### config.mk
export PLATFORM = sky130hd
export DESIGN_NAME = lsq_buffer
export DESIGN_NICKNAME = d
export VERILOG_FILES = /design/src/rtl/lsq_buffer.sv
export SDC_FILE = /design/constraint.sdc
export NUM_CORES = 2
export LEC_CHECK = 0
export BUFFER_PORTS_ARGS = -buffer_cell sky130_fd_sc_hd__buf_2
export CAP_MARGIN = 5
export CORE_AREA = 2 2 511 513
export CTS_CLUSTER_DIAMETER = 60
export DETAILED_ROUTE_END_ITERATION = 6
export DIE_AREA = 0 0 513 515
export PLACE_DENSITY_LB_ADDON = 0.3
export SYNTH_ARGS = -nofsm -noshare
export SYNTH_HDL_FRONTEND = slang
export SYNTH_SLANG_ARGS = --single-unit
### constraint.sdc
create_clock -name clk -period 49.8 [get_ports clk]
set_input_delay 4.98 -clock clk [delete_from_list [all_inputs] [get_ports clk]]
set_output_delay 4.98 -clock clk [all_outputs]
set_load 0.02 [all_outputs]
### src/rtl/lsq_buffer.sv
// Circular load/store queue between dispatch and the memory stage.
// Ops retire in order at the head; a committed store drives one outstanding D-cache write.
package lsq_pkg;
  typedef struct packed {
    logic        valid;
    logic        category;
    logic [31:0] tag;
    logic [31:0] address;
    logic [31:0] value;
    logic        ready;
    logic [31:0] color;
  } lsq_entry;

  localparam logic CAT_LOAD  = 1'b0;
  localparam logic CAT_STORE = 1'b1;

  localparam lsq_entry LSQ_EMPTY_ENTRY = '{valid: 1'b0, category: 1'b0, tag: 32'hFFFF_FFFF,
                                           address: 32'h0, value: 32'h0, ready: 1'b0, color: 32'h0};
endpackage

module lsq_buffer import lsq_pkg::*; #(
  parameter int LSQ_SIZE = 8,
  parameter int PTR_W    = $clog2(LSQ_SIZE)
) (
  input  logic                      clk,
  input  logic                      reset,
  input  logic                      alloc_valid,
  input  logic                      alloc_category,
  input  logic [31:0]               alloc_tag,
  output logic                      alloc_ready,
  input  logic [PTR_W:0]            upd_pointer,
  input  lsq_entry                  upd_entry,
  input  logic                      commit_valid,
  input  logic [31:0]               commit_tag,
  output logic                      commit_ready,
  output logic                      st_req_valid,
  output logic [31:0]               st_req_addr,
  output logic [31:0]               st_req_data,
  input  logic                      st_req_ack,
  input  logic                      flush,
  output lsq_entry [LSQ_SIZE-1:0]   lsq,
  output logic [PTR_W-1:0]          lsq_head,
  output logic [PTR_W-1:0]          lsq_tail,
  output logic                      lsq_empty
);
  typedef enum logic {ST_IDLE, ST_STORE_WAIT} state_t;

  localparam logic [PTR_W:0] FULL_COUNT = (PTR_W+1)'(LSQ_SIZE);

  state_t                  r_state, w_nextState;
  lsq_entry [LSQ_SIZE-1:0] r_lsq;
  logic [PTR_W-1:0]        r_head, r_tail;
  logic [PTR_W:0]          r_count;
  logic [31:0]             r_colorCtr;
  logic                    r_stValid;
  logic [31:0]             r_stAddr, r_stData;

  lsq_entry                w_headEntry;
  logic                    w_alloc, w_retire, w_commitStore, w_updHit;
  logic [PTR_W-1:0]        w_updIdx;
  logic                    w_unusedUpdFields;

  assign w_headEntry = r_lsq[r_head];
  // Retire in the same cycle does not free a slot: fullness looks at the registered count only.
  assign alloc_ready = (r_count < FULL_COUNT);
  assign w_alloc     = alloc_valid & alloc_ready;
  assign w_updHit    = (upd_pointer != '0) && (upd_pointer <= FULL_COUNT);
  assign w_updIdx    = PTR_W'(upd_pointer - (PTR_W+1)'(1));
  assign w_unusedUpdFields = ^{upd_entry.valid, upd_entry.category, upd_entry.tag, upd_entry.color};

  always_ff @(posedge clk or posedge reset) begin
    if (reset) r_state <= ST_IDLE;
    else       r_state <= w_nextState;
  end

  always_comb begin
    w_nextState = r_state;
    if (flush) begin
      w_nextState = ST_IDLE;
    end else begin
      case (r_state)
        ST_IDLE:       if (w_commitStore) w_nextState = ST_STORE_WAIT;
        ST_STORE_WAIT: if (st_req_ack)    w_nextState = ST_IDLE;
        default:       w_nextState = ST_IDLE;
      endcase
    end
  end

  always_comb begin
    commit_ready  = 1'b0;
    w_commitStore = 1'b0;
    w_retire      = 1'b0;
    case (r_state)
      ST_IDLE: begin
        commit_ready  = !flush && commit_valid && w_headEntry.valid &&
                        (w_headEntry.tag == commit_tag) &&
                        (w_headEntry.category == CAT_LOAD || w_headEntry.ready);
        w_commitStore = commit_ready && (w_headEntry.category == CAT_STORE);
        w_retire      = commit_ready && (w_headEntry.category == CAT_LOAD);
      end
      ST_STORE_WAIT: w_retire = st_req_ack;
      default: ;
    endcase
  end

  always_ff @(posedge clk or posedge reset) begin
    if (reset) begin
      for (int i = 0; i < LSQ_SIZE; i++) r_lsq[i] <= LSQ_EMPTY_ENTRY;
      r_head     <= '0;
      r_tail     <= '0;
      r_count    <= '0;
      r_colorCtr <= '0;
      r_stValid  <= 1'b0;
      r_stAddr   <= '0;
      r_stData   <= '0;
    end else if (flush) begin
      // The allocation colour keeps counting across a flush so younger ops stay distinguishable.
      for (int i = 0; i < LSQ_SIZE; i++) r_lsq[i] <= LSQ_EMPTY_ENTRY;
      r_head    <= '0;
      r_tail    <= '0;
      r_count   <= '0;
      r_stValid <= 1'b0;
    end else begin
      for (int i = 0; i < LSQ_SIZE; i++) begin
        if (w_retire && r_head == PTR_W'(i)) begin
          r_lsq[i] <= LSQ_EMPTY_ENTRY;
        end else if (w_alloc && r_tail == PTR_W'(i)) begin
          r_lsq[i] <= '{valid: 1'b1, category: alloc_category, tag: alloc_tag,
                        address: 32'h0, value: 32'h0, ready: 1'b0, color: r_colorCtr};
        end else if (w_updHit && w_updIdx == PTR_W'(i) && r_lsq[i].valid) begin
          r_lsq[i].address <= upd_entry.address;
          r_lsq[i].value   <= upd_entry.value;
          r_lsq[i].ready   <= upd_entry.ready;
        end
      end
      if (w_alloc) begin
        r_tail     <= r_tail + PTR_W'(1);
        r_colorCtr <= r_colorCtr + 32'd1;
      end
      if (w_retire) r_head <= r_head + PTR_W'(1);
      r_count <= r_count + (PTR_W+1)'(w_alloc) - (PTR_W+1)'(w_retire);
      if (w_commitStore) begin
        r_stValid <= 1'b1;
        r_stAddr  <= w_headEntry.address;
        r_stData  <= w_headEntry.value;
      end else if (r_state == ST_STORE_WAIT && st_req_ack) begin
        r_stValid <= 1'b0;
      end
    end
  end

  assign lsq          = r_lsq;
  assign lsq_head     = r_head;
  assign lsq_tail     = r_tail;
  assign lsq_empty    = (r_count == '0);
  assign st_req_valid = r_stValid;
  assign st_req_addr  = r_stAddr;
  assign st_req_data  = r_stData;

  // A committed store is architectural; squashing its write would lose it.
  assert property (@(posedge clk) disable iff (reset) !(flush && r_state == ST_STORE_WAIT));

endmodule

# [Yosys cells after proc, flatten, opt, wreduce, memory -nomap -nowiden]
# Cells that the tools add are included.
[totals] mem_bits_ro=0 mem_count=0 latchBits=0 ff_bits=1156 elab_cells=225 input_bits=206 out_inout_bits=1122 mem_bits_rw=0
[op_classes] mul=0 add_sub_neg=6 shift=0 n_bitwise=4 magnitude_cmp=3 div_mod_pow=0 n_eq_ne=22 muxes=58 n_reduce_logical=68
[ops] op="two-way mux 131 bit" count=9
[ops] op="two-way mux 1048 bit" count=1
[ops] op="two-way mux 65 bit" count=16
[ops] op="binary-select mux 131 bit (select 3 bit)" count=1
[ops] op="two-way mux 34 bit" count=8
[ops] op="two-way mux 32 bit" count=8
[ops] op="logical AND 1 bit" count=40
[ops] op="equality test 3 bit (second input constant)" count=12
[ops] op="nonzero test 4 bit" count=9
[ops] op="adder 32 x 1 -> 32 bit (second input constant)" count=1
[ops] op="equality test 32 bit" count=1
[ops] op="nonzero test 3 bit" count=9
[ops] op="equality test 3 x 2 -> 1 bit (second input constant)" count=6
[ops] op="two-way mux 3 bit" count=4
[ops] op="equality test 3 x 1 -> 1 bit (second input constant)" count=3
[ops] op="logical NOT 3 bit" count=3
[ops] op="two-way mux 1 bit" count=8
[ops] op="adder 3 x 1 -> 3 bit (second input constant)" count=2
[ops] op="adder 4 x 1 -> 4 bit" count=1
[ops] op="<= comparator 4 bit (second input constant)" count=1
[ops] op="logical NOT 4 bit" count=1
[ops] op="less-than comparator 3 x 4 -> 1 bit (second input constant)" count=1
[ops] op="less-than comparator 4 bit (second input constant)" count=1
[ops] op="two-way mux 4 bit" count=1
[ops] op="9 further kinds" count=14

# [Logic depth before layout (Yosys ltp)]
[logic_depth] ltp_word=10 ltp_mapped=21 depth_no_buf=15

# [Worst setup path after synthesis]
# No wires, ideal clock.
[synth_timing] path_type="in2out" startpoint="input flush" endpoint="output commit_ready" required_time_ns=44.820 setup_slack_ns=37.760 n_path_buf=1 arrival_ns=7.060 cell_stages=7 cell_sequence="clkbuf_1 nor3b_1 nand3_1 nor4b_1 and4_1 nand2_1 a2111oi_0"
[synth_between] elab_chain_cells=6
[synth_rtl] element="from (decl)" line_no="40" text="input logic flush,"
[synth_rtl] element="logical NOT 1 bit" line_no="95" text="commit_ready = !flush && commit_valid && w_headEntry.valid &&"
[synth_rtl] element="logical AND 1 bit (3 in series)" line_no="95"
[synth_rtl] element="logical AND 1 bit" line_no="96" text="(w_headEntry.tag == commit_tag) &&"
[synth_rtl] element="two-way mux 1 bit" line_no="93" text="case (r_state)"
[synth_rtl] element="to (decl)" line_no="35" text="output logic commit_ready,"
# No other way between the ends.

# [Worst setup path in the final report]
[layout_timing] startpoint="input commit_tag[29]" endpoint="output commit_ready"
[layout_between] elab_chain_cells=4
[layout_rtl] element="from (decl)" line_no="34" text="input logic [31:0] commit_tag,"
[layout_rtl] element="equality test 32 bit" line_no="96"
[layout_rtl] element="logical AND 1 bit" line_no="95"
[layout_rtl] element="logical AND 1 bit" line_no="96"
[layout_rtl] element="two-way mux 1 bit" line_no="93"
# No other way between the ends.

==> results_dict.tcl <==
set metrics [dict create \
    setup_tns_ns 0 \
    gp_congestion 0.886 \
    slew_headroom_pct 18.0 \
    peakVddDrop_v 0.0000319 \
    synth_cells 5560 \
    place.port_buffers 1261 \
    utilization_pct 28.2 \
    hp-class "register to register" \
    clockRootBuffer "clkbuf_16" \
    grt_pass1_vias 50700 \
    stdcell_count 10100 \
    vias_per_cell 5.21 \
    dp_cells 9760 \
    yosysMostFrequentCell "nand2_1" \
    synth_top_cell_area_share_pct 38.6 \
    drive_gt1_share_pct 38.6 \
    die_h_um 515 \
    fmax_mhz 81.5 \
    hold_ws_ns 0.492 \
    ios 1328 \
    core_um2 259000 \
    synth-main-ff-cell "dfrtp_1" \
    worst_slack_ns 37.52 \
    grt_pass1_wl_um 429000 \
    grt_max_degree 178 \
    clock_latency_ns 0.81 \
    post-cts-setup-buffers 0 \
    die_area_um2 264000 \
    ys_seq_area_share_pct 50.1 \
    r2r-start "lsq_head[0]" \
    cp.arrival_ns 7.30 \
    start_util_pct 22.6 \
    synth_edf_count 0 \
    finalSetupViolCount 0 \
    firstDrtPassIters 5 \
    clock-skew-final_ns 0.0495 \
    cts_resized 0 \
    fin_crit_ns 12.28 \
    syn_area_um2 58400 \
    min_from "lsq[1045]" \
    drt_iter0_drc 5452 \
    synth-seq-cells 1156 \
    fillers 27200 \
    cts_sinks 1156 \
    place_ws_ns 37.57 \
    fp.dieW_um 513 \
    detail-route-antenna-nets 0 \
    netlist_top_cells_count "nand2_1, dfrtp_1, mux2_2" \
    slew_viol_final 0 \
    leakage_nw 33.4 \
    cts_htree_levels 4 \
    syn_to_final_growth_pct 24.9 \
    final_area_um2 73000 \
    avgSynthCellArea_um2 10.5 \
    required_ns 44.82 \
    wl_per_cell_um 31.0 \
    synth_top_area_cell "dfrtp_1" \
    period_share_pct 24.6 \
    path_class "primary input to primary output" \
    cts_tree "done" \
    hold_viol_final 0 \
    synthTopCellsByArea "dfrtp_1, dfstp_2, mux2_2, nand2_1, mux4_2" \
    antenna_found_initial 47 \
    reg2reg_depth 14 \
    nets 6733 \
    drc 0 \
    synth_nets 5785 \
    end_kind "primary output" \
    synth_cell_types 48 \
    cts_hold_buf 0 \
    status "finished clean" \
    worstSetupStartpoint "commit_tag[29]" \
    synth.yosys.warnings 0 \
    hold_depth 2 \
    cts_made_buffers 148 \
    max-clock-path-buffers 3 \
    hpwlAfterDp_um 205000 \
    rows 187 \
    vias 52400 \
    drt-total-wl_um 312000 \
    crit_path_start_kind "primary input" \
    overflow 0 \
    track_usage_pct 22.7 \
    worstMarginPinSlew_ns 1.23 \
    p_per_area_nw_per_um2 33.2 \
    cts.clk_slew.worst_paths_ns 0.06 \
    crit_path_max_fanout 3 \
    rsz0062_at_grt "false" \
    ys_async_sr_fraction_pct 100 \
    power_mw 2.42 \
    maxCapViolCount 0 \
    place_area_um2 67800 \
]
-- registers in the layout, summed over array words and instances (netlist names) --
name and count:
lsq 1048, r_colorCtr 32, st_req_addr 32, st_req_data 32
r_count 4, lsq_head 3, lsq_tail 3, r_state 1
st_req_valid 1
-- worst max-delay path: stages --
cell	delay, ns
buf_2	0.10
xor2_1	0.18
nand3_1	0.20
nor4_2	0.81
nand2_1	0.10
a2111oi_0	0.58
buf_2	0.32
-- power breakdown --
part	leakage (nW)	internal, mW	total [mW]	switching, mW
clock	2.47	0.664	1.13	0.469
sequential	15.2	0.977	1.01	0.0331
combinational	15.7	0.0751	0.280	0.204
total	33.4	1.72	2.42	0.706
-- layer usage --
layer	wire length, um	up-vias	track usage, %
met3	31800	636	7.09
met2	140000	3110	34.6
met4	15900	10	11.0
met1	124000	27100	29.0
li1	-	21600	-
met5	67	-	0
-- layout make-up --
| cell class | instances | area (um^2) | share of cell area (%) |
|---|---|---|---|
| antenna | 33 | 82.6 | 0.113 |
| clock buffer | 224 | 4400 | 6.03 |
| clock inverter | 46 | 677 | 0.928 |
| inverter | 19 | 100 | 0.137 |
| multi-input combinational | 3802 | 26900 | 36.9 |
| sequential | 1156 | 29300 | 40.1 |
| tap | 3402 | 4260 | 5.83 |
| timing repair buffer | 1381 | 7280 | 9.98 |
-- layout by cell type (no fill, tap or decap), drive strengths merged, types with 2 or more instances in the layout --
cell and instances:
mux2i 188, bufinv 9, nor4 5, clkbuf 224, and4b 2, nand4 9
nor4b 3, xor2 19, ha 18, nor2b 16, dfstp 256, and3 13
diode 33, nand3b 64, nand3 23, and2 205, buf 1381, a21oi 462
o22ai 4, nand2b 8, a22o 11, a221oi 203, dfrtp 900, clkinv 20
nor3b 3, clkinvlp 5, and4 4, mux2 465, inv 31, o21a 3
o31ai 2, nand2 1268, a211oi 199, nor3 138, xnor2 42, mux4 177
nor2 47, o21ai 194
-- cell families after synthesis --
logic type	Yosys count	synth area share, %
compound gates	1082	11.6
xor+xnor	61	0.915
fa+ha+maj	19	0.420
buf+inv	602	4.36
flops	1156	50.1
mux	830	19.0
simple gates	1810	13.6
-- final timing paths --
kind / end / slack [ns]
max in group asynchronous: lsq[421] / 39.62
min: lsq[1045] / 0.49
max: commit_ready / 37.52
min in group asynchronous: st_req_addr[4] / 4.27
max reg2reg: lsq[173] / 41.23
min reg2reg: lsq[1045] / 0.49
(Power assumes the default switching activity.)
